## config.mk

```make
export PLATFORM = sky130hd
export DESIGN_NAME = dds_sweep_ctrl
export DESIGN_NICKNAME = d
export VERILOG_FILES = /design/src/rtl/dds_pkg.sv /design/src/rtl/dds_sweep_ctrl.sv
export SDC_FILE = /design/constraint.sdc
export NUM_CORES = 1
export LEC_CHECK = 0
export CAP_MARGIN = 20
export CORE_AREA = 3 3 116 118
export CTS_CLUSTER_SIZE = 30
export DETAILED_ROUTE_END_ITERATION = 10
export DIE_AREA = 0 0 119 121
export HOLD_SLACK_MARGIN = 0.06
export PLACE_DENSITY = 0.85
export SLEW_MARGIN = 10
export SYNTH_ARGS = -nofsm -noshare
export SYNTH_HDL_FRONTEND = slang
export SYNTH_SLANG_ARGS = --single-unit
```

## constraint.sdc

```tcl
create_clock -name clk_i -period 9.4 [get_ports clk_i]
set_input_delay 1.41 -clock clk_i [delete_from_list [all_inputs] [get_ports clk_i]]
set_output_delay 1.41 -clock clk_i [all_outputs]
set_load 0.01 [all_outputs]
```

## src/rtl/dds_pkg.sv

```systemverilog
// rtl/dds_pkg.sv - shared types and constants for the DDS sweep path
package dds_pkg;

   typedef enum logic {
      IDLE  = 1'b0,
      DWELL = 1'b1
   } sweep_state_e;

   localparam int SWEEP_STEP_MIN = 1;

endpackage

```

## src/rtl/dds_sweep_ctrl.sv

```systemverilog
// rtl/dds_sweep_ctrl.sv - linear phase-increment sweep generator feeding the DDS
// Single FSM with dwell counter and a clamping step adder; every output is registered.
module dds_sweep_ctrl
   import dds_pkg::*;
#(
   parameter int PHASE_WIDTH = 16,
   parameter int DWELL_WIDTH = 16
) (
   input  logic                   clk_i,
   input  logic                   rst_i,
   input  logic                   start_i,
   input  logic                   stop_i,
   input  logic                   cont_i,
   input  logic [PHASE_WIDTH-1:0] start_inc_i,
   input  logic [PHASE_WIDTH-1:0] end_inc_i,
   input  logic [PHASE_WIDTH-1:0] step_i,
   input  logic [DWELL_WIDTH-1:0] dwell_i,
   output logic [PHASE_WIDTH-1:0] phase_inc_o,
   output logic                   step_stb_o,
   output logic                   busy_o,
   output logic                   done_o
);

   sweep_state_e           state_q, state_d;
   logic [PHASE_WIDTH-1:0] start_q, end_q, step_q;
   logic [DWELL_WIDTH-1:0] dwell_q, cnt_q, cnt_d;
   logic                   cont_q, up_q;
   logic [PHASE_WIDTH-1:0] phase_d, next_val;
   logic                   stb_d, done_d, load_cfg;
   logic [PHASE_WIDTH:0]   sum, diff;

   // One extra bit exposes both overflow above 2^W-1 and borrow below 0.
   always_comb begin
      sum  = {1'b0, phase_inc_o} + {1'b0, step_q};
      diff = {1'b0, phase_inc_o} - {1'b0, step_q};
      if (up_q) begin
         next_val = (sum > {1'b0, end_q}) ? end_q : sum[PHASE_WIDTH-1:0];
      end else begin
         next_val = (diff[PHASE_WIDTH] || (diff[PHASE_WIDTH-1:0] < end_q))
                    ? end_q : diff[PHASE_WIDTH-1:0];
      end
   end

   always_comb begin
      state_d  = state_q;
      phase_d  = phase_inc_o;
      cnt_d    = cnt_q;
      stb_d    = 1'b0;
      done_d   = 1'b0;
      load_cfg = 1'b0;
      case (state_q)
         IDLE: begin
            if (start_i) begin
               load_cfg = 1'b1;
               phase_d  = start_inc_i;
               cnt_d    = dwell_i;
               stb_d    = 1'b1;
               state_d  = DWELL;
            end
         end
         DWELL: begin
            if (stop_i) begin
               state_d = IDLE;
               phase_d = '0;
            end else if (cnt_q != '0) begin
               cnt_d = cnt_q - DWELL_WIDTH'(1);
            end else if (phase_inc_o == end_q) begin
               if (cont_q) begin
                  phase_d = start_q;
                  stb_d   = 1'b1;
                  cnt_d   = dwell_q;
               end else begin
                  state_d = IDLE;
                  done_d  = 1'b1;
               end
            end else begin
               phase_d = next_val;
               stb_d   = 1'b1;
               cnt_d   = dwell_q;
            end
         end
         default: state_d = IDLE;
      endcase
   end

   always_ff @(posedge clk_i) begin
      if (rst_i) begin
         state_q     <= IDLE;
         phase_inc_o <= '0;
         step_stb_o  <= 1'b0;
         done_o      <= 1'b0;
         cnt_q       <= '0;
         start_q     <= '0;
         end_q       <= '0;
         step_q      <= '0;
         dwell_q     <= '0;
         cont_q      <= 1'b0;
         up_q        <= 1'b0;
      end else begin
         state_q     <= state_d;
         phase_inc_o <= phase_d;
         step_stb_o  <= stb_d;
         done_o      <= done_d;
         cnt_q       <= cnt_d;
         if (load_cfg) begin
            start_q <= start_inc_i;
            end_q   <= end_inc_i;
            step_q  <= (step_i == '0) ? PHASE_WIDTH'(SWEEP_STEP_MIN) : step_i;
            dwell_q <= dwell_i;
            cont_q  <= cont_i;
            up_q    <= (end_inc_i >= start_inc_i);
         end
      end
   end

   assign busy_o = (state_q == DWELL);

endmodule
```

==> metrics.txt <==
status finished clean; Power Total 1.54 mW; finished layout cell area 8920 um2; Yosys cell types 78; Setup TNS 0 ns; average size of a mapped cell 7.61 um2; largest area contributor in the synthesized netlist dfxtp_1; CTS tree done; cts repair resizes 0; first-pass GRT wire length 35200 um; Tmin final 4.63 ns; hold buffer count at cts 0; Vias 7392; vias in the first global route 7148; Overall Global Routing Usage 0.299; Final setup violation count 0; critical path cell sequence ha_1 > nand2b_1 > a221oi_1 > o211ai_1 > a211oi_1 > o221ai_1 > a21oi_1 > o21ai_0 > o31ai_1 > ha_1 > a41oi_1 > nor2_1 > a31o_2 > o311ai_2 > buf_4 > mux2_2 > a21oi_1 > o22ai_1; Post-Syn Area 7690 um2; dpl cell area 8590 um2; P&R area growth vs syn 16.1%; leakage 3.73 nW; Syn Inst Count 1010; CP Data Arrival Time 4.86 ns; DR WL/cell 17.2 um; IO buf count 87; required time of the critical path 9.63 ns; Post-DP HPWL 15900 um; ranking of synthesized cells by area dfxtp_1 (26%), ha_1 (13%), a21oi_1 (8.8%), nand2_1 (8.2%), nor2_1 (4.1%); Power per Cell Area 173 nW/um2; Final Hold Viols 0; Setup Skew 0.00883 ns; Startpoint Class register; Nets 1211; CP max stage delay 0.49 ns; WHS 0.452 ns; core area 12600 um2; fin util 0.710; top_reg_cell synth dfxtp_1; Post-CTS Setup Bufs 0; CTS Root Cell clkbuf_16; via density per instance 5.98; GR Overflow Total 0; Sink Count 101; top-count cell post-synth nand2_1; Final Cycle Share 0.493; Post-synth EDFFs 0; clk buf depth 2; Post-Place Cells 1220; synth cell count leaders nand2_1 (168), a21oi_1 (135), dfxtp_1 (101); Worst-path clk slew 0.07 ns; DRT iter0 DRCs 711; routed wire length 21300 um; pin count of the biggest net entering global routing 98; CTS HTree Levels 3; die area 14400 um2; I/O pin total 88; RSZ-0062 raised after global routing false; die height 121 um; VDD IR max 0.124 mV; Slew HR 0.312; Pins Over Slew Limit 0; syn_nets 1162; Pre-Repair DR Iteration Count 7; drc violations 0; type of the most critical hold path register to register; layout cells sized above 1 0.0536; initial antenna violation count 0; post-synth top area share 0.263; clk_lat worst skew 0.36 ns; Least-Margin Pin Slew 1.03 ns; remaining antenna violation count after routing 0; Final Wtd Congestion 0.983; Post-Place Worst Slack 4.89 ns; n_diodes 0; Synth warnings 0; post-route setup slack 4.77 ns; num rows 41; max-cap violation count 0; crit path max-delay cell type dfxtp_1; crit end category register; Fmax 216 MHz; Fillers 1039; Worst Setup Path Type register to register; #FFs+latches synth 101; TritonCTS Buffers 9; Die X 119 um; non-filler cells, final 1236; worst-path maximum fanout 19; Initial Utilization 0.612; FFs w/ async S/R, synth 0; Seq/Total Area, Yosys 0.263
==> state kept, by name, indices dropped and copies added, names as in the netlist <==
signal and cells:
step_q 16, step_stb_o 1, cnt_q 16, busy_o 1, phase_inc_o 16, done_o 1
start_q 16, cont_q 1, end_q 16, dwell_q 16, up_q 1
==> critical path, delay by kind of cell, from the launching register on <==
kind            cells  cell delay, ns
compound gates     12            2.50
fa+ha+maj           2            0.58
buf+inv             1            0.31
flops               1            0.49
mux                 1            0.38
simple gates        2            0.23
==> final timing paths <==
| path | slack, ns | start | cells after the start | end |
|---|---|---|---|---|
| worst max register to register | 4.77 | phase_inc_o[1] | 18 | phase_inc_o[12] |
| worst min register to register | 0.45 | start_q[14] | 2 | start_q[14] |
| worst min-delay path | 0.45 | start_q[14] | 2 | start_q[14] |
| worst max-delay path | 4.77 | phase_inc_o[1] | 18 | phase_inc_o[12] |
==> layout by cell type, fill, tap and decap left out, types with 7 or more instances in the layout <==
cell               n
nand2_1          167
a21oi_1          135
dfxtp_1          101
clkdlybuf4s50_1   86
nor2_1            83
ha_1              81
inv_1             72
o21ai_0           32
xor2_1            29
mux2i_1           27
a211oi_1          26
xnor2_1           21
nor3_1            14
nand3_1           12
mux2_2            12
a311oi_1          10
nor4_1             9
clkbuf_16          9
o31ai_1            8
a21o_1             8
buf_4              8
nand2b_1           7
==> kinds of logic after synthesis <==
family | synth area share
AND/OR/NAND/NOR | 0.183
AO/OA/AOI/OAI | 0.239
buffers and inverters | 0.0683
flip-flops | 0.263
adder cells (fa/ha/maj) | 0.137
XOR/XNOR | 0.0570
multiplexers | 0.0527
==> power breakdown <==
part | internal (mW) | switching (mW)
Sequential | 0.459 | 0.0427
Combinational | 0.275 | 0.350
Clock | 0.237 | 0.180
Total | 0.971 | 0.573
==> final cells by class <==
type	instances	area, um2	share of cell area
timing repair buffer	94	921	0.103
multi-input combinational	779	5160	0.578
sequential	101	2020	0.227
inverter	74	278	0.0311
clock buffer	9	225	0.0252
tap	172	215	0.0241
clock inverter	7	106	0.0119
==> routing by layer <==
metal,wire [um],vias to the layer above,share of wire,GRT usage
met2,10200,233,0.48,0.507
met5,0,-,0,0
met4,671,0,0.032,0.129
met1,9190,3492,0.43,0.376
li1,-,3632,-,-
met3,1180,35,0.056,0.0494
Note: power is estimated with default switching activity, not from simulation.
